## src/rtl/alu_muldiv_sequencer.sv

```systemverilog
// alu_muldiv_sequencer
//   Multi-cycle 32x32 unsigned multiply and 32/32 unsigned divide, built by
//   time-sharing the execute-stage ripple ALU. One ALU add or subtract is
//   issued per cycle; the sequencer owns the ALU A/B/control inputs while busy.
//
// Ports
//   clk, rst_n          clock, asynchronous active-low reset
//   start, op           request (accepted only when ready); op 0=mul, 1=div
//   opa, opb            multiplicand/dividend, multiplier/divisor
//   ready, done         idle indicator, one-cycle result-valid pulse
//   res_hi, res_lo      product[63:32]/remainder, product[31:0]/quotient
//   alu_a, alu_b        ALU operand drives
//   alu_control         ALU operation select
//   alu_out, alu_zero   ALU result and zero flag
module alu_muldiv_sequencer #(
    parameter int unsigned WIDTH = 32
) (
    input  logic             clk,
    input  logic             rst_n,
    input  logic             start,
    input  logic             op,
    input  logic [WIDTH-1:0] opa,
    input  logic [WIDTH-1:0] opb,
    output logic             ready,
    output logic             done,
    output logic [WIDTH-1:0] res_hi,
    output logic [WIDTH-1:0] res_lo,
    output logic [WIDTH-1:0] alu_a,
    output logic [WIDTH-1:0] alu_b,
    output logic [3:0]       alu_control,
    input  logic [WIDTH-1:0] alu_out,
    input  logic             alu_zero
);

    localparam logic [3:0] CTRL_AND = 4'b0000;
    localparam logic [3:0] CTRL_OR  = 4'b0010;
    localparam logic [3:0] CTRL_ADD = 4'b0001;
    localparam logic [3:0] CTRL_SUB = 4'b0101;

    typedef enum logic [1:0] {IDLE, LOAD, ITER, DONE} stateT;

    stateT            state, nextState;
    logic             opReg;
    logic [WIDTH-1:0] opaReg, opbReg;
    logic [WIDTH-1:0] hi, lo, m;      // mul: hi/lo/multiplicand, div: rem/q/divisor
    logic [4:0]       cnt;

    logic [WIDTH-1:0] rPrime;
    logic             bEff, cy, ok;
    logic [WIDTH-1:0] stepHi, stepLo;

    assign ready  = (state == IDLE);
    assign done   = (state == DONE);
    assign rPrime = {hi[WIDTH-2:0], lo[WIDTH-1]};

    // ALU drives depend only on current state and registers.
    always_comb begin
        alu_a       = '0;
        alu_b       = '0;
        alu_control = CTRL_AND;
        case (state)
            LOAD: begin
                alu_a       = opbReg;
                alu_control = CTRL_OR;
            end
            ITER: begin
                if (!opReg) begin
                    alu_a       = hi;
                    alu_b       = lo[0] ? m : '0;
                    alu_control = CTRL_ADD;
                end else begin
                    alu_a       = rPrime;
                    alu_b       = m;
                    alu_control = CTRL_SUB;
                end
            end
            default: ;
        endcase
    end

    // The ALU has no carry-out; rebuild it from the operand and result MSBs.
    // For SUB the ALU internally adds ~B, so the effective B MSB is inverted.
    always_comb begin
        bEff = alu_control[2] ? ~alu_b[WIDTH-1] : alu_b[WIDTH-1];
        cy   = (alu_a[WIDTH-1] & bEff) | ((alu_a[WIDTH-1] ^ bEff) & ~alu_out[WIDTH-1]);
        ok   = hi[WIDTH-1] | cy;
        if (!opReg) begin
            stepHi = {cy, alu_out[WIDTH-1:1]};
            stepLo = {alu_out[0], lo[WIDTH-1:1]};
        end else begin
            stepHi = ok ? alu_out : rPrime;
            stepLo = {lo[WIDTH-2:0], ok};
        end
    end

    always_comb begin
        nextState = state;
        case (state)
            IDLE: if (start) nextState = LOAD;
            LOAD: nextState = (opReg && alu_zero) ? DONE : ITER;
            ITER: if (cnt == 5'd31) nextState = DONE;
            DONE: nextState = IDLE;
            default: nextState = IDLE;
        endcase
    end

    always_ff @(posedge clk or negedge rst_n) begin
        if (!rst_n) begin
            state  <= IDLE;
            opReg  <= 1'b0;
            opaReg <= '0;
            opbReg <= '0;
            hi     <= '0;
            lo     <= '0;
            m      <= '0;
            cnt    <= '0;
            res_hi <= '0;
            res_lo <= '0;
        end else begin
            state <= nextState;
            case (state)
                IDLE: begin
                    if (start) begin
                        opReg  <= op;
                        opaReg <= opa;
                        opbReg <= opb;
                    end
                end
                LOAD: begin
                    if (opReg && alu_zero) begin
                        res_lo <= '1;
                        res_hi <= opaReg;
                    end else begin
                        cnt <= '0;
                        hi  <= '0;
                        lo  <= opReg ? opaReg : opbReg;
                        m   <= opReg ? opbReg : opaReg;
                    end
                end
                ITER: begin
                    hi  <= stepHi;
                    lo  <= stepLo;
                    cnt <= cnt + 5'd1;
                    if (cnt == 5'd31) begin
                        res_hi <= stepHi;
                        res_lo <= stepLo;
                    end
                end
                default: ;
            endcase
        end
    end

endmodule

```

## config.mk

```make
export PLATFORM = sky130hd
export DESIGN_NAME = alu_muldiv_sequencer
export DESIGN_NICKNAME = d
export VERILOG_FILES = /design/src/rtl/alu_muldiv_sequencer.sv
export SDC_FILE = /design/constraint.sdc
export NUM_CORES = 1
export LEC_CHECK = 0
export CORE_UTILIZATION = 49
export CTS_BUF_LIST = sky130_fd_sc_hd__clkbuf_2 sky130_fd_sc_hd__clkbuf_4 sky130_fd_sc_hd__clkbuf_8
export DETAILED_ROUTE_END_ITERATION = 8
export PLACE_DENSITY = 0.83
export SETUP_SLACK_MARGIN = 0.3
export SYNTH_ARGS = -nofsm -noshare
export SYNTH_HDL_FRONTEND = slang
export SYNTH_SLANG_ARGS = --single-unit
```

## constraint.sdc

```tcl
create_clock -name clk -period 3 [get_ports clk]
set_clock_uncertainty 0.15 [all_clocks]
set_input_delay 0.75 -clock clk [delete_from_list [all_inputs] [get_ports clk]]
set_output_delay 0.75 -clock clk [all_outputs]
set_load 0.02 [all_outputs]
```

==> results of run 1 <==
==> synth_stat cells (all sizes together) <==
library cell	instances	area share [%]
a21oi	34	1.3
nand2	72	2.1
ha	9	0.88
and2	34	1.7
and3	1	0.049
mux4	32	5.7
or3	1	0.049
nand3	4	0.16
or2	2	0.098
o21ai	37	1.5
o31ai	32	1.9
a31o	1	0.069
a22o	2	0.14
inv	3	0.088
mux2	131	12
nand2b	64	3.1
mux2i	98	7.7
nor2b	33	1.6
buf	42	1.5
clkbuf	68	2.0
o22a	1	0.069
nor2	69	2.0
conb	1	0.029
o21a	1	0.059
o211ai	62	3.6
a31oi	34	1.7
a22oi	32	1.9
nand3b	31	1.8
a21boi	1	0.059
dfrtp	232	46
==> cell type report <==
class,count,area share [%]
clock buffer,62,4.24
clock inverter,6,0.302
inverter,3,0.0618
multi-input combinational,819,40.5
sequential,232,31.9
tap,330,2.27
timing repair buffer,349,20.7
==> metrics by stage <==
stage / power, µW / instances / util, % / hold slack (ns)
after global routing: 24700 / 1801 / 71.9 / 0.381
after CTS: 22200 / 1777 / 69.3 / 0.348
after detailed placement: 17300 / 1673 / 62.3 / 0.335
after floorplan: 13200 / 1164 / - / 0.304
final: 23500 / 1801 / 71.9 / 0.339
after global placement: 16900 / 1673 / 62.3 / 0.319
==> flip-flops by register name, indices dropped and copies added, names as in the netlist, 2 cells and up <==
name / count
cnt: 5
hi: 32
lo: 32
m: 32
opaReg: 32
opbReg: 32
res_hi: 32
res_lo: 32
state: 2
==> placed cells by master, fill, tap and decap left out, drive strengths merged <==
cell	n
or3	1
nor2b	33
bufinv	1
mux2	131
dfrtp	232
o22a	1
clkinv	5
a31oi	34
buf	175
dlygate4sd3	1
or2	2
o31ai	32
o21a	1
and2	34
nand2b	64
conb	1
dlygate4sd2	1
a31o	1
nor2	69
bufbuf	5
o21ai	37
inv	3
clkdlybuf4s15	1
nand3b	31
nand3	4
a21oi	34
nand2	72
a22oi	32
dlymetal6s2s	1
a22o	2
mux2i	98
clkdlybuf4s50	163
clkbuf	64
and3	1
o211ai	62
mux4	32
ha	9
a21boi	1
==> power by group <==
| group | leakage, µW | total, µW | internal, µW | switching (µW) |
|---|---|---|---|---|
| registers | 0.00273 | 5970 | 4520 | 1460 |
| logic | 0.00432 | 14600 | 7540 | 7020 |
| clock network | 0.000446 | 3010 | 1710 | 1290 |
==> path summary, 6_finish.rpt <==
path	startpoint	endpoint	slack, ns
setup / recovery	opReg	alu_a[30]	-0.06
hold / removal	cnt[4]	cnt[4]	0.34
setup reg to reg	opReg	lo[0]	-0.01
hold reg to reg	cnt[4]	cnt[4]	0.34
max in group asynchronous	rst_n	res_lo[11]	1.37
min in group asynchronous	rst_n	hi[26]	0.59
==> routing by layer <==
layer	vias to the layer above	wire length, µm	GRT usage [%]
li1	4788	-	-
met1	5538	16000	38.3
met2	480	20100	48.0
met3	91	2670	5.82
met4	2	1140	11.7
met5	-	13	0
==> worst reg2reg max path: cells and delay by family, from the launching register on <==
kind | cells | cell delay, ns
AO/OA/AOI/OAI | 1 | 0.24
adder cells (fa/ha/maj) | 1 | 0.22
buffers and inverters | 1 | 0.14
flip-flops | 1 | 0.52
multiplexers | 3 | 1.04
AND/OR/NAND/NOR | 3 | 0.59
==> kinds of logic (layout without fill, tap and decap cells) <==
| kind of cell | Yosys count | in the layout | synth area share, % |
|---|---|---|---|
| fa+ha+maj | 9 | 9 | 0.883 |
| other cells | 1 | 1 | 0.0294 |
| flops | 232 | 232 | 45.5 |
| compound gates | 237 | 237 | 12.3 |
| mux | 261 | 261 | 24.9 |
| simple gates | 311 | 311 | 12.8 |
| buf+inv | 113 | 420 | 3.63 |
==> repair_timing <==
| action | 4_1_cts | 5_1_grt |
|---|---|---|
| setup buffers | 26 | 22 |
| gates cloned | 9 | 2 |
| endpoints found under the hold margin | 15 | 0 |
| gates resized for setup | 479 | 106 |
| pin swaps | 14 | 63 |
| setup endpoints to repair | 133 | 131 |
| hold buffers | 1 | 0 |
==> qor.csv, run 1 <==
stage,metric,value,unit
power_and_ir_drop,peak supply drop,0.731,mV
clocking,Clock transition at path regs,0.06,ns
timing,min cycle time layout,3.06,ns
route,drt total wl,40.0,mm
critical_path,crit path max fanout,6,
die,# rows,58,
global_route,GR Overflow Total,0,
timing,Final setup viols,11,
layout,final instance area,18200,µm²
die,Die ar.,26700,µm²
route,Routed WL per cell,22.2,µm
clocking,clock root cell,clkbuf_8,
critical_path,CP bufs+invs,4,
critical_path,"delay-heaviest family, CP",buffers and inverters,
yosys,sequential area share after synthesis,45.5,%
layout,Area Overhead vs Synth,42.8,%
critical_path,Worst R2R Path Depth,9,
yosys,Mapped Area,12800,µm²
layout,filler instances,1660,
timing,Max Freq,0.327,GHz
route,DR pass1 iterations,5,
placed_design,PortBufs,233,
clocking,Skew-Pair Late Insertion Delay,0.54,ns
timing,final period utilization,102,%
critical_path,endpoint class of the critical path,output port,
placed_design,HPWL Detailed,24.2,mm
route,vias per cell,6.05,
clocking,Max clock buf depth,3,
layout,flip-flop and latch area,5810,µm²
die,die height,163,µm
die,# IOs,235,
placed_design,Final GP Congestion,0.858,
yosys,Netlist cell types,35,
layout,layout net count,1555,
layout,Multi-input gate area,7370,µm²
timing,unrepaired setup endpoints after global routing,yes,
min_path,Hold Crit Depth,2,
placed_design,pre-CTS setup slack,0.0699,ns
outcome,failing checks,negative setup slack,
yosys,syn_area_per_cell,11.0,µm²
timing,Rel. slew slack,45.5,%
route,DRC Markers,0,
run,max cap viols,0,
yosys,synth warn,0,
clocking,Clock Sinks,232,
critical_path,CP Cell Sequence,buf_6 -> buf_12 -> buf_4 -> mux2_2 -> a22oi_2 -> nor2b_1 -> buf_4,
critical_path,critical path's slowest cell,dfrtp_4,
critical_path,Worst path max stage delay,0.52,ns
global_route,global-route wire length before repair,60.6,mm
yosys,synthesized instance count,1164,
timing,Tightest Pin Transition,0.817,ns
route,post-route ant nets,0,
route,DRT iter0 DRCs,706,
timing,Final WS setup,-0.0572,ns
clocking,CTS tree,built,
power_and_ir_drop,leak pwr,0.00750,µW
power_and_ir_drop,Pwr Density,1290,nW/µm²
yosys,Synth Net Count,1274,
timing,Pins Over Slew Limit,0,
critical_path,Worst path depth,7,
die,die extent in x,163,µm
die,CORE AREA,25300,µm²
min_path,path category of the worst min-delay check,flop to flop,
timing,setup TNS,-0.215,ns
critical_path,CP required,2.10,ns
route,Vias,10900,
critical_path,Setup Crit Path Kind,flop to output port,
yosys,"FF+latch count, synth",232,
critical_path,kind of start point of the critical path,flop,
timing,Hold Fails Final Rpt,0,
layout,fraction of layout cells with a size suffix above 1,36.8,%
clocking,number of CTS-inserted buffers,40,
outcome,status,"finished, violations left",
global_route,antenna violations before repair,1,
global_route,number of global-route vias before repair,10900,
global_route,gr usage total,29.4,%
critical_path,most frequent CP cell,buf_4,
die,Initial Utilization,50.4,%
clocking,H-tree depth,2,
layout,Antenna Cells,0,
critical_path,WP data arrival,2.16,ns
placed_design,placed cell area,15800,µm²
global_route,largest net degree at the start of global routing,72,
No activity file was read; power rests on OpenSTA's default activity.
==> run 2, diff against run 1 <==
Settings changed: CORE_ASPECT_RATIO set to 1.2.
==> run 2 against run 1 <==
Against the previous run: the flow still finishes with violations (negative setup slack); critical endpoint is now hi[3]; clock-buffer cell count is 2 lower; sequential power hardly changed; via count is 0.47% lower; die area hardly changed; first-iteration DRC count is 6.8% lower; combinational power is 3% lower; sequential share of layout area is 0.37 points higher; fmax is 1.3% lower.
==> qor.csv, run 2 (synthesized netlist as in run 1, its figures left out) <==
stage,metric,value,unit
outcome,status,"finished, violations left",
outcome,failing checks,negative setup slack,
timing,Hold Fails Final Rpt,0,
critical_path,critical path's slowest cell,dfrtp_1,
timing,Max Freq,0.323,GHz
run,max cap viols,0,
timing,WHS,0.349,ns
die,CORE AREA,25500,µm²
clocking,H-tree depth,2,
layout,Area Overhead vs Synth,41.2,%
power_and_ir_drop,leak pwr,0.00737,µW
critical_path,Worst path max stage delay,0.44,ns
route,vias per cell,6.10,
global_route,antenna violations before repair,0,
global_route,number of global-route vias before repair,11100,
route,Routed WL per cell,22.6,µm
clocking,Max clock buf depth,3,
layout,fraction of layout cells with a size suffix above 1,35.6,%
die,die height,179,µm
placed_design,Placed Cells,1663,
timing,Tightest Pin Transition,0.736,ns
critical_path,Worst R2R Path Depth,12,
layout,fin cells,1779,
layout,layout net count,1529,
power_and_ir_drop,peak supply drop,1.03,mV
timing,Final setup viols,15,
clocking,Clock Sinks,232,
critical_path,Setup crit start,state[1],
clocking,Clock transition at path regs,0.08,ns
power_and_ir_drop,Pwr Density,1290,nW/µm²
die,die extent in x,149,µm
timing,Pins Over Slew Limit,0,
global_route,largest net degree at the start of global routing,102,
timing,Rel. slew slack,50.9,%
min_path,Hold Crit Depth,2,
min_path,Worst Hold Launch,cnt[4],
route,post-route ant nets,0,
timing,unrepaired setup endpoints after global routing,yes,
clocking,number of CTS-inserted buffers,40,
placed_design,HPWL Detailed,23.2,mm
route,DRT iter0 DRCs,658,
min_path,path category of the worst min-delay check,flop to flop,
critical_path,crit path max fanout,8,
die,# rows,64,
critical_path,endpoint class of the critical path,flop,
critical_path,CP bufs+invs,4,
critical_path,Critical Path Sink,hi[3],
critical_path,"delay-heaviest family, CP",buffers and inverters,
die,# IOs,235,
die,Die ar.,26700,µm²
timing,final period utilization,103,%
critical_path,kind of start point of the critical path,flop,
layout,"commonest non-fill, non-tap cell in the layout",dfrtp_1,
critical_path,CP Cell Sequence,buf_6 -> ha_4 -> buf_4 -> a22oi_2 -> nor2b_4 -> ha_4 -> nor2b_4 -> or3_4 -> buf_4 -> buf_16 -> mux2i_4 -> o31ai_4,
critical_path,reg-to-reg setup timing slack,-0.1,ns
route,DRC Markers,0,
global_route,GR Overflow Total,0,
power_and_ir_drop,Pwr Total,23200,µW
critical_path,WP data arrival,3.39,ns
critical_path,RR Endpoint,hi[3],
route,Vias,10800,
critical_path,Worst path depth,12,
die,Initial Utilization,49.9,%
placed_design,PortBufs,233,
critical_path,CP required,3.30,ns
timing,min cycle time layout,3.10,ns
route,drt total wl,40.1,mm
route,DR pass1 iterations,7,
layout,most frequent cells in the layout,"230 x dfrtp_1, 163 x clkdlybuf4s50_1, 103 x mux2_2",
timing,Final WS setup,-0.0980,ns
global_route,global-route wire length before repair,61.5,mm
placed_design,Final GP Congestion,0.799,
critical_path,FF-to-FF Start,state[1],
critical_path,Setup Crit Path Kind,flop to flop,
clocking,clock root cell,clkbuf_8,
clocking,CTS tree,built,
clocking,Skew-Pair Late Insertion Delay,0.55,ns
global_route,gr usage total,30.1,%
-- run 2: cell types whose count changed in the layout (fill, tap and decap cells not counted), sizes merged, moves of 2 or more --
cell / delta
dlygate4sd2: +2
clkbuf: -2
buf: -28
bufbuf: +2
clkinv: +4
-- run 2: routing by layer --
layer,track usage (%),wire (µm)
met1,37.6,15500
met2,50.7,20200
met3,5.01,2800
met4,14.4,1620
met5,0,0
-- run 2: how the worst min path moves through the flow --
stage                 endpoint  slack (ns)
floorplan               cnt[0]        0.30
global placement        cnt[4]        0.32
detailed placement      cnt[4]        0.33
CTS                     cnt[4]        0.35
global route        res_hi[31]        0.40
finish                  cnt[4]        0.35
-- run 2: power by group --
part	leakage (µW)	internal [µW]	switching, µW
Combinational	0.00418	7240	6970
Sequential	0.00273	4510	1430
Clock	0.000458	1730	1350
Total	0.00737	13500	9760
-- run 2: per-stage QoR --
stage                     setup slack, ns  instance area (µm²)  setup TNS, ns  utilization [%]
after detailed placement           0.0384                15600              0             61.2
after global placement             0.0800                15600              0             61.2
final                             -0.0980                18000         -0.431             70.5
after CTS                         -0.0592                17500        -0.0738             68.6
after floorplan                   -0.0647                12900        -0.0647                -
after global routing               -0.120                18000          -1.72             70.5
-- run 2: cell type report --
type / count / area [µm²]
flip-flops and latches: 232 / 5810
clock buffers: 60 / 769
inverters: 3 / 13.8
repair buffers: 323 / 3560
diodes: 1 / 2.50
well taps: 330 / 413
fillers: 1740 / 7540
clock inverters: 11 / 82.6
multi-input cells: 819 / 7350
-- run 2: timing repair --
action / CTS / global route
setup buffers: 17 / 12
resized for setup: 396 / 165
cloned: 12 / 2
endpoints found under the hold margin: 7 / 0
pin swaps: 20 / 41
endpoints found under the setup margin: 133 / 131
hold buffers: 1 / 0
-- run 2: worst min-delay path: cells and delay by family, from the launching register on --
family / cells / cell delay (ns)
flip-flops: 1 / 0.36
AO/OA/AOI/OAI: 1 / 0.06
AND/OR/NAND/NOR: 1 / 0.05
==> patch 1: new RTL, settings of run 1 <==
`WIDTH`: 32 -> 16.
--- a/src/rtl/alu_muldiv_sequencer.sv
+++ b/src/rtl/alu_muldiv_sequencer.sv
@@ -13,7 +13,7 @@
 //   alu_control         ALU operation select
 //   alu_out, alu_zero   ALU result and zero flag
 module alu_muldiv_sequencer #(
-    parameter int unsigned WIDTH = 32
+    parameter int unsigned WIDTH = 16
 ) (
     input  logic             clk,
     input  logic             rst_n,
Interface: changed (7 resized); port bits go from 235 to 123. No check against the original RTL was run, so the function may have changed too.
==> patch 1 against run 1 <==
Sequential cell count decreased by 112. First-iteration DRC count down 7.6%. Total power is 49% lower. Synthesized area shrank 48%. Clock power down 51%. Worst hold slack worse by 0.16 ns. Setup slack better by 0.19 ns. Cell area down 51%. Routed wire length shrank 51%. Cell count is 48% lower. Highest routed layer is now met4.
==> patch 1: results (changes against run 1) <==
| Metric | Value |
|---|---|
| Hold Path Class | primary input to async pin |
| Placed cell count | 886 (-47%) |
| Num CTS Buffers | 17 (-57%) |
| Leakage Power | 3.70 nW (-51%) |
| R2R Setup Slk | 0.14 ns (+0.15 ns) |
| Gpl congestion | 0.899 (+4.8%) |
| Initial drt markers | 652 (-7.6%) |
| Placed Area | 0.00821 mm^2 (-48%) |
| Routed WL | 19.5 mm (-51%) |
| Initial antenna violation count | 0 (-1) |
| Met2 wire len | 9.34 mm (-54%) |
| Vias in the first global route | 5777 (-47%) |
| Hold Worst Slack | 0.176 ns (-0.163 ns) |
| Met2 Usage GRT | 43.4% (-4.6 points) |
| Post_cts resized | 168 (-65%) |
| Worst path slowest cell | dfrtp_1 |
| Post-synthesis sequential area ratio | 45.4% (-0.14 points) |
| Max clock buf depth | 2 (-1) |
| Syn_nets | 673 (-47%) |
| Largest net degree at the start of global routing | 48 (-33%) |
| Dpl hpwl | 12.6 mm (-48%) |
| DP Worst Slack | 0.0432 ns (-0.0267 ns) |
| Worst EP arrival | 3.06 ns (+0.90 ns) |
| Status | finished clean |
| WL met3 | 1.49 mm (-44%) |
[patch 1: cell types whose count changed after synthesis, moves of 18 or more]
| cell | run 1 | this run |
|---|---|---|
| and2_1 | 34 | 16 |
| dfrtp_1 | 232 | 120 |
| nand3b_1 | 31 | 1 |
| o211ai_1 | 62 | 14 |
| clkbuf_1 | 68 | 26 |
| nor2_1 | 69 | 49 |
| nand2b_1 | 64 | 32 |
| nor2b_1 | 33 | 1 |
| mux2_1 | 29 | 0 |
| nand2_1 | 72 | 25 |
| mux2_2 | 102 | 67 |
| mux2i_1 | 98 | 48 |
[patch 1: worst max-delay path by stage]
stage	start	endpoint	slack [ns]	depth (start not counted)
floorplan	opReg$_DFFE_PN0P_	lo[0]$_DFFE_PN0P_	-0.10	12
detailed placement	state[1]$_DFFE_PN0P_	lo[0]$_DFFE_PN0P_	0.04	9
global route	state[1]$_DFFE_PN0P_	hi[7]$_DFFE_PN0P_	-0.008	11
global placement	state[1]$_DFFE_PN0P_	lo[0]$_DFFE_PN0P_	0.19	10
CTS	opReg$_DFFE_PN0P_	lo[0]$_DFFE_PN0P_	0.19	9
finish	state[0]$_DFFE_PN0P_	hi[7]$_DFFE_PN0P_	0.14	12
[patch 1: area by class of cell]
class | instances | area (um^2) | area share [%]
well taps | 176 | 220 | 2.46
flip-flops and latches | 120 | 3010 | 33.7
inverters | 6 | 22.5 | 0.252
clock buffers | 26 | 314 | 3.51
multi-input cells | 431 | 3620 | 40.5
repair buffers | 172 | 1680 | 18.8
clock inverters | 4 | 70.1 | 0.784
[patch 1: report_power, final]
| group | leakage, nW | internal [mW] | switching, mW |
|---|---|---|---|
| logic | 2.09 | 3.55 | 3.84 |
| clock network | 0.205 | 0.834 | 0.622 |
| registers | 1.41 | 2.44 | 0.823 |
| total | 3.70 | 6.82 | 5.29 |
==> patch 2: new RTL, settings of run 1 <==
Without the edit above. Reset style: synchronous (`rst_n`), changed in one clocked block. Comments in the files are not updated.
--- a/src/rtl/alu_muldiv_sequencer.sv
+++ b/src/rtl/alu_muldiv_sequencer.sv
@@ -104,7 +104,7 @@
         endcase
     end
 
-    always_ff @(posedge clk or negedge rst_n) begin
+    always_ff @(posedge clk) begin
         if (!rst_n) begin
             state  <= IDLE;
             opReg  <= 1'b0;
Function: differs if rst_n is asserted again (counterexample within 4 cycles, from zero or initial values and one cycle with rst_n low); with rst_n held inactive, the same outputs for 4 cycles.
==> patch 2 against run 1 <==
The flow still finishes with violations (negative setup slack). Setup slack gained 0.014 ns. Total power decreased by 34%. Worst hold slack lost 0.019 ns. Sequential cell count unchanged. Cell area decreased by 9.3%. Synthesized area shrank 8.0%. Routed wire length rose by 13%.
==> patch 2: results (changes against run 1) <==
| Metric | Value |
|---|---|
| Vias in the first global route | 11700 (+7.5%) |
| Status | finished with violations |
| Nets | 1839 (+18%) |
| RR Endpoint | hi[17]$_SDFFE_PN0P_ |
| Multi-input combinational cell area | 0.00711 mm^2 (-3.5%) |
| Post-synth cell types | 43 (+23%) |
| Fraction of registers with async set/reset | 0% (-100 points) |
| Clock-cell share | 4.88% (+0.34 points) |
| Global-route wire length before repair | 63.3 mm (+4.4%) |
| Setup TNS | -0.0429 ns (+0.172 ns) |
| Initial drt markers | 1418 (+100%) |
| Worst EP arrival | 3.30 ns (+1.14 ns) |
| Top delay family on crit path | simple AND/OR/NAND/NOR gates |
| Fillcell total | 1716 (+3.4%) |
| Dpl hpwl | 27.4 mm (+13%) |
| Wl on met1 | 17.4 mm (+8.6%) |
| Highest metal used | met4 |
| Gpl congestion | 0.992 (+16%) |
| TritonRoute pass-1 iters | 6 (+1) |
| Switching share of total power | 42.7% (+1.2 points) |
| Worst Setup Slack, final | -0.0429 ns (+0.0143 ns) |
| Slew margin rel. | 57.9% (+12 points) |
| WL met3 | 5.47 mm (+110%) |
| # clk buffers | 61 (-1.6%) |
| Worst path slowest cell | o31ai_1 |
| Slowest cell delay on critical path | 0.48 ns (-0.04 ns) |
| Top post-synthesis cells by area | dfxtp_1 40%, mux2i_1 11%, nand2_1 9.3% |
| VDD IR-drop max | 0.639 mV (-13%) |
| Worst-path maximum fanout | 29 (+23) |
| Final setup fails | 1 (-10) |
| Post-synthesis sequential area ratio | 39.6% (-5.9 points) |
| Syn_nets | 1604 (+26%) |
| Area Overhead vs Synth | 40.7% |
| Post_cts resized | 415 (-13%) |
| Routed WL | 45.4 mm (+13%) |
| Top cells by count, synth | 292 x nand2_1, 232 x dfxtp_1, 134 x nor2_1 |
| Setup crit start | opReg$_SDFFE_PN0P_ |
| Signal buffers share of area | 21.2% (+0.43 points) |
| Failing checks | negative setup slack |
| Seq cells | 232 (unchanged) |
| R2R cell count | 12 (+3) |
| Non-CTS buffers | 332 (-4.9%) |
| Layout Cells excl Fill | 2074 (+15%) |
| GRT Total Usage | 33.2% (+3.8 points) |
| DIE AREA | 0.0246 mm^2 (-7.9%) |
| Via-per-instance ratio | 6.21 (+2.7%) |
| Met2 wire len | 19.5 mm (-3.3%) |
| Post-CTS Setup Bufs | 20 (-23%) |
| Cells after Synth | 1494 (+28%) |
[patch 2: layer usage]
layer | vias up | track usage (%)
li1 | 5714 | -
met1 | 6021 | 44.5
met2 | 910 | 49.9
met3 | 240 | 6.62
met4 | 0 | 17.9
met5 | - | 0
[patch 2: power by group through the flow]
stage | Clock (mW) | Combinational, mW | Sequential (mW)
after floorplan | 0 | 3.64 | 4.97
after global placement | 0 | 6.08 | 4.80
after detailed placement | 0 | 6.21 | 4.81
after CTS | 2.97 | 6.76 | 4.77
after global routing | 3.12 | 8.01 | 4.93
final | 2.99 | 7.59 | 4.86
[patch 2: cell families (layout without fill, tap and decap cells)]
| group | Yosys count | count (layout) | share of synthesized area, % |
|---|---|---|---|
| AOI/OAI and AO/OA | 340 | 340 | 19.4 |
| adders and majority gates | 9 | 9 | 0.960 |
| buffers and inverters | 145 | 406 | 5.17 |
| DFF | 232 | 232 | 39.6 |
| muxes | 129 | 129 | 11.0 |
| other | 1 | 1 | 0.0320 |
| and+or+nand+nor | 638 | 638 | 23.9 |
[patch 2: worst min-delay path by stage]
| stage | endpoint | slack (ns) | depth (start not counted) | from |
|---|---|---|---|---|
| detailed placement | cnt[4]$_SDFFE_PN0P_ | 0.31 | 2 | cnt[4]$_SDFFE_PN0P_ |
| global route | lo[10]$_SDFFE_PN0P_ | 0.35 | 2 | lo[10]$_SDFFE_PN0P_ |
| finish | cnt[4]$_SDFFE_PN0P_ | 0.32 | 2 | cnt[4]$_SDFFE_PN0P_ |
| CTS | cnt[4]$_SDFFE_PN0P_ | 0.32 | 2 | cnt[4]$_SDFFE_PN0P_ |
| global placement | cnt[4]$_SDFFE_PN0P_ | 0.29 | 2 | cnt[4]$_SDFFE_PN0P_ |
| floorplan | cnt[4]$_SDFFE_PN0P_ | 0.29 | 2 | cnt[4]$_SDFFE_PN0P_ |
